===== config.mk =====
export PLATFORM = sky130hd
export DESIGN_NAME = fadd_sub_4bit_d
export DESIGN_NICKNAME = d
export VERILOG_FILES = /design/src/rtl/fadd_sub_4bit_d_pkg.sv /design/src/rtl/fadd_sub_4bit_d_full_adder.sv /design/src/rtl/fadd_sub_4bit_s.sv /design/src/rtl/fadd_sub_4bit_d.sv
export SDC_FILE = /design/constraint.sdc
export NUM_CORES = 1
export LEC_CHECK = 0
export ABC_AREA = 1
export BUFFER_PORTS_ARGS = -buffer_cell sky130_fd_sc_hd__buf_2
export CAP_MARGIN = 10
export CORE_AREA = 2 2 39 41
export CTS_BUF_LIST = sky130_fd_sc_hd__clkbuf_4
export DETAILED_ROUTE_END_ITERATION = 8
export DIE_AREA = 0 0 41 43
export GPL_TIMING_DRIVEN = 1
export PLACE_DENSITY_LB_ADDON = 0.12
export SYNTH_ARGS = -nofsm -noshare
export SYNTH_HDL_FRONTEND = slang
export SYNTH_SLANG_ARGS = --single-unit

===== constraint.sdc =====
create_clock -name clk -period 1.7 [get_ports clk]
set_input_delay 0.17 -clock clk [delete_from_list [all_inputs] [get_ports clk]]
set_output_delay 0.17 -clock clk [all_outputs]
set_load 0.01 [all_outputs]

===== src/rtl/fadd_sub_4bit_d_pkg.sv =====
// Shared constants and types for the 4-bit add/subtract block.
//   DATA_W   : datapath width (4)
//   mode_e   : s-input encoding (MODE_ADD=0, MODE_SUB=1)
//   result_t : {carry, sum} payload held by the register stage
package fadd_sub_4bit_d_pkg;

  localparam int unsigned DATA_W = 4;

  typedef enum logic {
    MODE_ADD = 1'b0,
    MODE_SUB = 1'b1
  } mode_e;

  typedef struct packed {
    logic              carry;
    logic [DATA_W-1:0] sum;
  } result_t;

endpackage


===== src/rtl/fadd_sub_4bit_d_full_adder.sv =====
// One-bit full adder, the ripple-chain cell.
//   a, b, cin : operand bits and carry-in
//   sum, cout : sum bit and carry-out
module full_adder (
  input  logic a,
  input  logic b,
  input  logic cin,
  output logic sum,
  output logic cout
);

  assign sum  = a ^ b ^ cin;
  assign cout = (a & b) | (cin & (a ^ b));

endmodule


===== src/rtl/fadd_sub_4bit_s.sv =====
// Combinational 4-bit ripple adder/subtractor: a + (b ^ {4{s}}) + s.
//   a, b  : unsigned operands
//   s     : 0 = add, 1 = subtract
//   sum   : low 4 bits of the result
//   carry : carry (add) or borrow (subtract)
//   ovf   : signed overflow, only with FADD_SUB_OVF_EN defined
module fadd_sub_4bit_s
  import fadd_sub_4bit_d_pkg::*;
(
  input  logic [DATA_W-1:0] a,
  input  logic [DATA_W-1:0] b,
  input  logic              s,
`ifdef FADD_SUB_OVF_EN
  output logic              ovf,
`endif
  output logic [DATA_W-1:0] sum,
  output logic              carry
);

  logic              sub;
  logic [DATA_W-1:0] bx;
  logic [DATA_W:0]   c;

  assign sub  = (mode_e'(s) == MODE_SUB);
  assign bx   = b ^ {DATA_W{sub}};
  assign c[0] = sub;

  // Ripple chain of full adders
  for (genvar i = 0; i < DATA_W; i++) begin : g_fa
    full_adder u_fa (
      .a    (a[i]),
      .b    (bx[i]),
      .cin  (c[i]),
      .sum  (sum[i]),
      .cout (c[i+1])
    );
  end

  // Inverting carry-out in subtract mode turns "no borrow" into borrow=0
  assign carry = c[DATA_W] ^ sub;

`ifdef FADD_SUB_OVF_EN
  assign ovf = c[DATA_W-1] ^ c[DATA_W];
`endif

endmodule


===== src/rtl/fadd_sub_4bit_d.sv =====
// 4-bit ripple adder/subtractor with a one-cycle output register stage.
// Optional signed-overflow outputs are enabled by defining FADD_SUB_OVF_EN.
//   clk, reset_n      : clock, async active-low reset
//   a, b, s, in_valid : operands, mode (0 add / 1 sub), capture qualifier
//   sum, carry        : combinational result
//   sum_q, carry_q    : registered result
//   ovf, ovf_q        : signed overflow, comb and registered (optional)
//   out_valid         : one-cycle pulse on a freshly captured result
module fadd_sub_4bit_d
  import fadd_sub_4bit_d_pkg::*;
(
  input  logic              clk,
  input  logic              reset_n,
  input  logic [DATA_W-1:0] a,
  input  logic [DATA_W-1:0] b,
  input  logic              s,
  input  logic              in_valid,
  output logic [DATA_W-1:0] sum,
  output logic              carry,
  output logic [DATA_W-1:0] sum_q,
  output logic              carry_q,
`ifdef FADD_SUB_OVF_EN
  output logic              ovf,
  output logic              ovf_q,
`endif
  output logic              out_valid
);

  result_t res_q;

  fadd_sub_4bit_s u_core (
    .a     (a),
    .b     (b),
    .s     (s),
`ifdef FADD_SUB_OVF_EN
    .ovf   (ovf),
`endif
    .sum   (sum),
    .carry (carry)
  );

  // Capture register: loads on in_valid, otherwise holds
  always_ff @(posedge clk or negedge reset_n) begin
    if (!reset_n) begin
      res_q     <= '0;
      out_valid <= 1'b0;
    end else begin
      out_valid <= in_valid;
      if (in_valid) begin
        res_q.sum   <= sum;
        res_q.carry <= carry;
      end
    end
  end

`ifdef FADD_SUB_OVF_EN
  always_ff @(posedge clk or negedge reset_n) begin
    if (!reset_n) begin
      ovf_q <= 1'b0;
    end else if (in_valid) begin
      ovf_q <= ovf;
    end
  end
`endif

  assign sum_q   = res_q.sum;
  assign carry_q = res_q.carry;

endmodule


## Word level (Yosys, flattened, before mapping)

Index checks and enable logic that the tools add are counted.

- Flip-flop bits (word level): 6
- Bits of input ports: 12
- Output and inout port bits: 11

- Bitwise logic cells: 22

Operator list:

| operator | count |
|---|---|
| bitwise XOR 1 bit | 9 |
| bitwise AND 1 bit | 8 |
| OR 1 bit | 4 |
| bitwise XOR 4 bit | 1 |

## Depth between registers and ports, before layout

Gate-level depths: netlist (run 1).

- Depth in word-level cells: 11
- Gate-level depth with buffers: 11
- Mapped depth without buffers: 10

## Cells and area by module

A second synthesis (run 1) with hierarchy kept.

- Cell total of the unflattened synthesis: 47
- Area, all modules: 369.1 um^2

By module, submodules not included:

| module | cells each | area each (um^2) | times used |
|---|---|---|---|
| fadd_sub_4bit_d | 22 | 210.2 | 1 |
| full_adder | 1 | 20.0 | 4 |
| fadd_sub_4bit_s | 21 | 78.8 | 1 |

## Worst setup path before layout (run 1)

Ideal clock, no wire load.

- Path type: input to output
- Start point: in s
- End point: out carry
- Data required time: 1.530 ns
- Arrival: 1.753 ns
- Buffers on the path: 1
- Setup slack: -0.223 ns
- Stages: 9
- Path through: buf_6 xor2_1 fa_1 inv_1 fa_1 fa_1 inv_1 nand2_2 and2_1

- Word-level cells in the longest chain between the ends: 11
- Elaborated cells between the ends (all ways): 18
- Those cells by class: bitwise: 18

Ends and longest elaborated chain:

| item | line | RTL |
|---|---|---|
| from (decl) | fadd_sub_4bit_d.sv:16 | `input logic s,` |
| bitwise XOR 4 bit | fadd_sub_4bit_s.sv:25 | `assign bx = b ^ {DATA_W{sub}};` |
| bitwise XOR 1 bit | fadd_sub_4bit_d_full_adder.sv:13 | `assign cout = (a & b) \| (cin & (a ^ b));` |
| bitwise AND 1 bit | fadd_sub_4bit_d_full_adder.sv:13 |  |
| OR 1 bit | fadd_sub_4bit_d_full_adder.sv:13 |  |
| bitwise AND 1 bit | fadd_sub_4bit_d_full_adder.sv:13 |  |
| OR 1 bit | fadd_sub_4bit_d_full_adder.sv:13 |  |
| bitwise AND 1 bit | fadd_sub_4bit_d_full_adder.sv:13 |  |
| OR 1 bit | fadd_sub_4bit_d_full_adder.sv:13 |  |
| bitwise AND 1 bit | fadd_sub_4bit_d_full_adder.sv:13 |  |
| OR 1 bit | fadd_sub_4bit_d_full_adder.sv:13 |  |
| bitwise XOR 1 bit * | fadd_sub_4bit_s.sv:40 | `assign carry = c[DATA_W] ^ sub;` |
| to (decl) | fadd_sub_4bit_d.sv:19 | `output logic carry,` |

Every way passes the cells marked *; elsewhere a longest branch is shown, timed or not.

## Final worst setup path (run 1)

Same ends and word-level chain as after synthesis.

==> results of run 1 <==
## per-layer routing
metal / global-route usage / routed length [um] / part of all wire
met5: 0 / 0 / 0
met4: 0.1000 / 0 / 0
met3: 0.01571 / 77 / 0.11
met2: 0.1469 / 360 / 0.51
met1: 0.1221 / 271 / 0.38
## layout by cell type, fill, tap and decap left out
cell type,count
xor2_4,1
inv_1,6
fa_2,3
nand2_1,10
inv_2,3
nand3_1,2
buf_12,1
nand2_2,3
xnor2_1,2
buf_2,18
and2_4,1
buf_6,2
inv_4,1
dfrtp_1,6
buf_4,7
o21ai_2,1
and2_1,1
clkbuf_4,3
dlygate4sd3_1,1
o21ai_1,2
## flip-flops by register name, summed over array words and instances (netlist names)
signal	cells
out_valid	1
carry_q	1
sum_q	4
## timing repair
action	4_1_cts	5_1_grt
pin swaps	2	0
gates resized for setup	5	6
cloned	0	0
hold endpoints to repair	6	0
hold buffers	1	0
setup buffers	0	0
endpoints found under the setup margin	3	3
## per-stage QoR
| stage | hold WS, ns | total power [W] |
|---|---|---|
| after floorplan | -0.1256 | 0.0003257 |
| after global placement | -0.001795 | 0.0003754 |
| after detailed placement | -0.003591 | 0.0003768 |
| after CTS | 0.08981 | 0.0005223 |
| after global routing | 0.1071 | 0.0005640 |
| final | 0.09745 | 0.0005228 |
## where the power goes
group / leakage [nW] / switching [W] / internal [W]
combinational: 0.262 / 0.000105 / 0.000117
sequential: 0.0721 / 0.00000978 / 0.000167
clock: 0.0138 / 0.0000452 / 0.0000794
## layout make-up
type	count	share of cell area
Clock buffer	3	0.03516
Inverter	10	0.06250
Multi-Input combinational cell	26	0.3320
Sequential cell	6	0.2344
Tap cell	16	0.03125
Timing Repair Buffer	29	0.3047
## final timing paths
check | startpoint | end | slack, ns | cells past startpoint
max | s | carry | -0.22 | 10
min | in_valid | out_valid | 0.1 | 1
max reg2reg | sum_q[3] | sum_q[3] | 1.10 | 2
min reg2reg | sum_q[1] | sum_q[1] | 0.46 | 2
max in group asynchronous | reset_n | out_valid | 1.28 | 2
min in group asynchronous | reset_n | carry_q | 0.28 | 2
## worst max-delay path, delay by kind of cell
kind | cells | cell delay (ns)
xor+xnor | 1 | 0.16
fa+ha+maj | 3 | 0.90
buf+inv | 4 | 0.32
simple gates | 2 | 0.19
## cell families after synthesis
logic type               synth area share
AO/OA/AOI/OAI                     0.03669
buffers and inverters              0.1988
AND/OR/NAND/NOR                    0.1865
adder cells (fa/ha/maj)            0.1468
flip-flops                         0.3670
XOR/XNOR                          0.06423
## cells in the mapped netlist
library cell  number  area, um2
buf_6              1      11.26
xnor2_1            2      17.52
inv_4              1      6.260
dfrtp_1            6      150.1
nand2_2            2      12.51
and2_1             2      12.51
o21ai_1            3      15.01
xor2_1             1      8.760
fa_1               3      60.06
buf_4              4      30.03
nand2_1           11      41.29
nand3_1            2      10.01
inv_1              9      33.78
==> results_dict.tcl, run 1 <==
set metrics [dict create \
    drtAntennaViolNets 0 \
    slew_violations 0 \
    crit_path_start_kind "input port" \
    worst_path_max_delay_cell "fa_2" \
    worst_pin_slew_ns 0.2242 \
    final_cells 90 \
    rsz0062_at_grt "yes" \
    min_period_ns 1.917 \
    max_freq_mhz 521.5 \
    dieArea_mm2 0.001763 \
    status "finished, violations left" \
    finClkSkew_ns 0 \
    fillCellCount 147 \
    crit_path_frequent_cell "fa_2" \
    regArea_um2 150.1 \
    cts_tree "built" \
    clk_pin_slew_worst_paths_ns 0.04 \
    p_leak_nw 0.3479 \
    worst_setup_path_end_kind "output pin" \
    htreeDepth 1 \
    yosys_warnings 0 \
    syn_inst 47 \
    area_growth_syn_to_layout_pct 56.57 \
    vias 353 \
    max_cap_violations 0 \
    place_area_um2 561.8 \
    hold_violations 0 \
    die_x_um 41 \
    wl_per_cell_um 7.878 \
    die_h_um 43 \
    drt_first_pass_iters 3 \
    setup_violations 2 \
    grt_first_pass_wirelength_um 1214 \
    finalCritPeriodShare 1.128 \
    grt_use_total 0.1032 \
    initial_core_util 0.2957 \
    fp-row-count 14 \
    grt_max_degree 8 \
    ys_ff_latch 6 \
    clock_sinks 6 \
    first_iter_violations 2 \
    routed_wl_um 709 \
    cts_buffers 3 \
    path_cells "buf_12, xor2_4, fa_2, inv_2, fa_2, fa_2, inv_2, nand2_2, and2_4, buf_6" \
    layout-drive-gt1-share 0.5946 \
    peakVddDrop_uv 283.5 \
    power_density_mw_per_mm2 816.0 \
    viasPerCell 3.922 \
    finalWeightedCongestion 0.5749 \
    netlist_area_um2 409.1 \
    ys_seq_area_frac 0.3670 \
    placed_cells 86 \
    worst_slack_ns -0.2175 \
    cpPeakStageDelay_ns 0.36 \
    relSlewSlack 0.8495 \
    postLayoutCoreUtil 0.4629 \
    drc 0 \
    tns_ns -0.4021 \
    worst-setup-path-type "input port to output pin" \
    coreArea_mm2 0.001384 \
    antenna_found_initial 0 \
    io_pins 23 \
    stdcell_area_um2 640.6 \
    fin_nets 91 \
    clock_path_buffers 2 \
    cts-root-buf "clkbuf_4" \
    grt-ovfl-total 0 \
    syn_nets 62 \
    hold_class "input port to register" \
    required_ns 1.53 \
    arrival_ns 1.75 \
    ys_types 13 \
    multi_input_area_um2 212.7 \
    pre_cts_ws_ns -0.3308 \
    io_buffers 22 \
    clkLatencyLatePin_ns 0.24 \
    violations "negative setup slack" \
    worstPathMaxFanout 4 \
    diodes 0 \
    dp.final_hpwl_um 624.2 \
    grt_pass1_vias 332 \
    avgSynthCellArea_um2 8.705 \
]
Note: power is estimated with default switching activity, not from simulation.
==> inputs of run 2 (changes only) <==
--- a/config.mk
+++ b/config.mk
@@ -12,7 +12,7 @@
 export CTS_BUF_LIST = sky130_fd_sc_hd__clkbuf_4
 export DETAILED_ROUTE_END_ITERATION = 8
 export DIE_AREA = 0 0 41 43
-export GPL_TIMING_DRIVEN = 1
+export GPL_TIMING_DRIVEN = 0
 export PLACE_DENSITY_LB_ADDON = 0.12
 export SYNTH_ARGS = -nofsm -noshare
 export SYNTH_HDL_FRONTEND = slang
==> constraint.sdc (replaced) <==
create_clock -name clk -period 2.23 [get_ports clk]
set_input_delay 0.223 -clock clk [delete_from_list [all_inputs] [get_ports clk]]
set_output_delay 0.223 -clock clk [all_outputs]
set_load 0.01 [all_outputs]
==> results_dict.tcl, run 2 (same netlist as run 1, synthesis figures left out) <==
set metrics [dict create \
    grt_pass1_vias 293 \
    seqPwrFrac 0.348 \
    grt_first_pass_wirelength_um 1097 \
    crit_path_start_kind "input port" \
    io_buffers 21 \
    die_x_um 41 \
    worst-setup-path-type "input port to output pin" \
    grt_use_total 0.09514 \
    p_clk_frac 0.250 \
    dieArea_mm2 0.001763 \
    worstPathMaxFanout 5 \
    cts_tree "built" \
    cts-root-buf "clkbuf_4" \
    final_common_cell "buf_2" \
    cts_buffers 3 \
    grt_max_degree 8 \
    drtAntennaViolNets 0 \
    layout_common_cells "21 x buf_2, 11 x nand2_1, 9 x inv_1, 6 x dfrtp_1, 4 x buf_4" \
    required_ns 2.01 \
    die_h_um 43 \
    clock_sinks 6 \
    rsz0062_at_grt "no" \
    max_freq_mhz 473.1 \
    wl_per_cell_um 7.614 \
    crit_family "adder cells" \
    min_period_ns 2.114 \
    worst_pin_slew_ns 0.2178 \
    antenna_found_initial 0 \
    power_density_mw_per_mm2 670.8 \
    finClkSkew_ns 0 \
    peakVddDrop_uv 208.7 \
    diodes 0 \
    layout-drive-gt1-share 0.4861 \
    fp-row-count 14 \
    worst_setup_path_end_kind "output pin" \
    combinationalPowerShare 0.402 \
    sw_frac_of_total 0.3101 \
    coreArea_mm2 0.001384 \
    arrival_ns 1.89 \
    holdWs_ns 0.1503 \
    fillCellCount 149 \
    grt-ovfl-total 0 \
    dp.final_hpwl_um 582.9 \
    slew_violations 0 \
    htreeDepth 1 \
    hold_class "input port to register" \
    setup_violations 0 \
    path_cells "buf_6, xor2_2, fa_1, inv_1, fa_2, fa_1, inv_1, nand2_2, and2_1, buf_2" \
    finalCritPeriodShare 0.9478 \
    tns_ns 0 \
    finalWeightedCongestion 0.5895 \
    relSlewSlack 0.8537 \
    area_growth_syn_to_layout_pct 41.90 \
    initial_core_util 0.2957 \
    max_cap_violations 0 \
    drt_first_pass_iters 3 \
    routed_wl_um 670 \
    clk_pin_slew_worst_paths_ns 0.04 \
    hold_violations 0 \
    io_pins 23 \
    first_iter_violations 2 \
    vias 334 \
    p_leak_nw 0.3307 \
    worst_path_max_delay_cell "fa_1" \
    cpPeakStageDelay_ns 0.40 \
    largest_reg_flops 4 \
    drc 0 \
    clock_path_buffers 2 \
    status "completed" \
    critPathBufInv 4 \
    fin_nets 89 \
    clkLatencyLatePin_ns 0.24 \
    p_int_w 0.0002687 \
    p_switching_w 0.0001208 \
    viasPerCell 3.795 \
]
==> run 2: layout make-up <==
cell class                 count  area [um2]  area share
multi-input combinational     26       191.4      0.3297
inverter                      10       40.04     0.06897
buffer                         5       41.29     0.07112
clock buffer                   3       22.52     0.03879
timing repair buffer          22       115.1      0.1983
sequential                     6       150.1      0.2586
tap                           16       20.02     0.03448
==> run 2: per-stage QoR <==
stage,setup slack (ns),total power [W],util,instances,area [um2]
2_1_floorplan,0.2012,0.0002352,-,47,409.1
3_3_place_gp,0.008278,0.0002911,0.3861,84,534.3
3_5_place_dp,0.02187,0.0002918,0.3861,84,534.3
4_1_cts,0.01731,0.0003945,0.4096,88,566.8
5_1_grt,0.03416,0.0004310,0.4195,88,580.6
6_report,0.1163,0.0003894,0.4195,88,580.6
==> run 2: final timing paths <==
| kind | depth (start not counted) | slack, ns | endpoint | startpoint |
|---|---|---|---|---|
| min in group asynchronous | 2 | 0.33 | sum_q[3] | reset_n |
| max reg2reg | 2 | 1.62 | sum_q[3] | sum_q[3] |
| max in group asynchronous | 2 | 1.76 | out_valid | reset_n |
| min | 1 | 0.15 | out_valid | in_valid |
| max | 10 | 0.12 | carry | s |
| min reg2reg | 2 | 0.46 | sum_q[1] | sum_q[1] |
==> run 2: per-layer routing <==
layer	GRT usage	routed length [um]
met1	0.1287	301
met2	0.1156	281
met3	0.01571	69
met4	0.1000	19
met5	0	0
==> run 2: power groups by stage <==
| stage | registers, W | clock network, W | logic, W |
|---|---|---|---|
| floorplan | 0.000146 | 0 | 0.0000892 |
| global placement | 0.000137 | 0 | 0.000154 |
| detailed placement | 0.000137 | 0 | 0.000155 |
| CTS | 0.000135 | 0.000102 | 0.000157 |
| global route | 0.000138 | 0.000114 | 0.000180 |
| finish | 0.000135 | 0.0000975 | 0.000157 |
==> run 2: what timing repair did <==
| item | in CTS | in global routing |
|---|---|---|
| hold buffers | 1 | 0 |
| endpoints found under the hold margin | 6 | 0 |
| setup endpoints to repair | 0 | 2 |
| resized for setup | 0 | 3 |
| setup buffers | 0 | 0 |
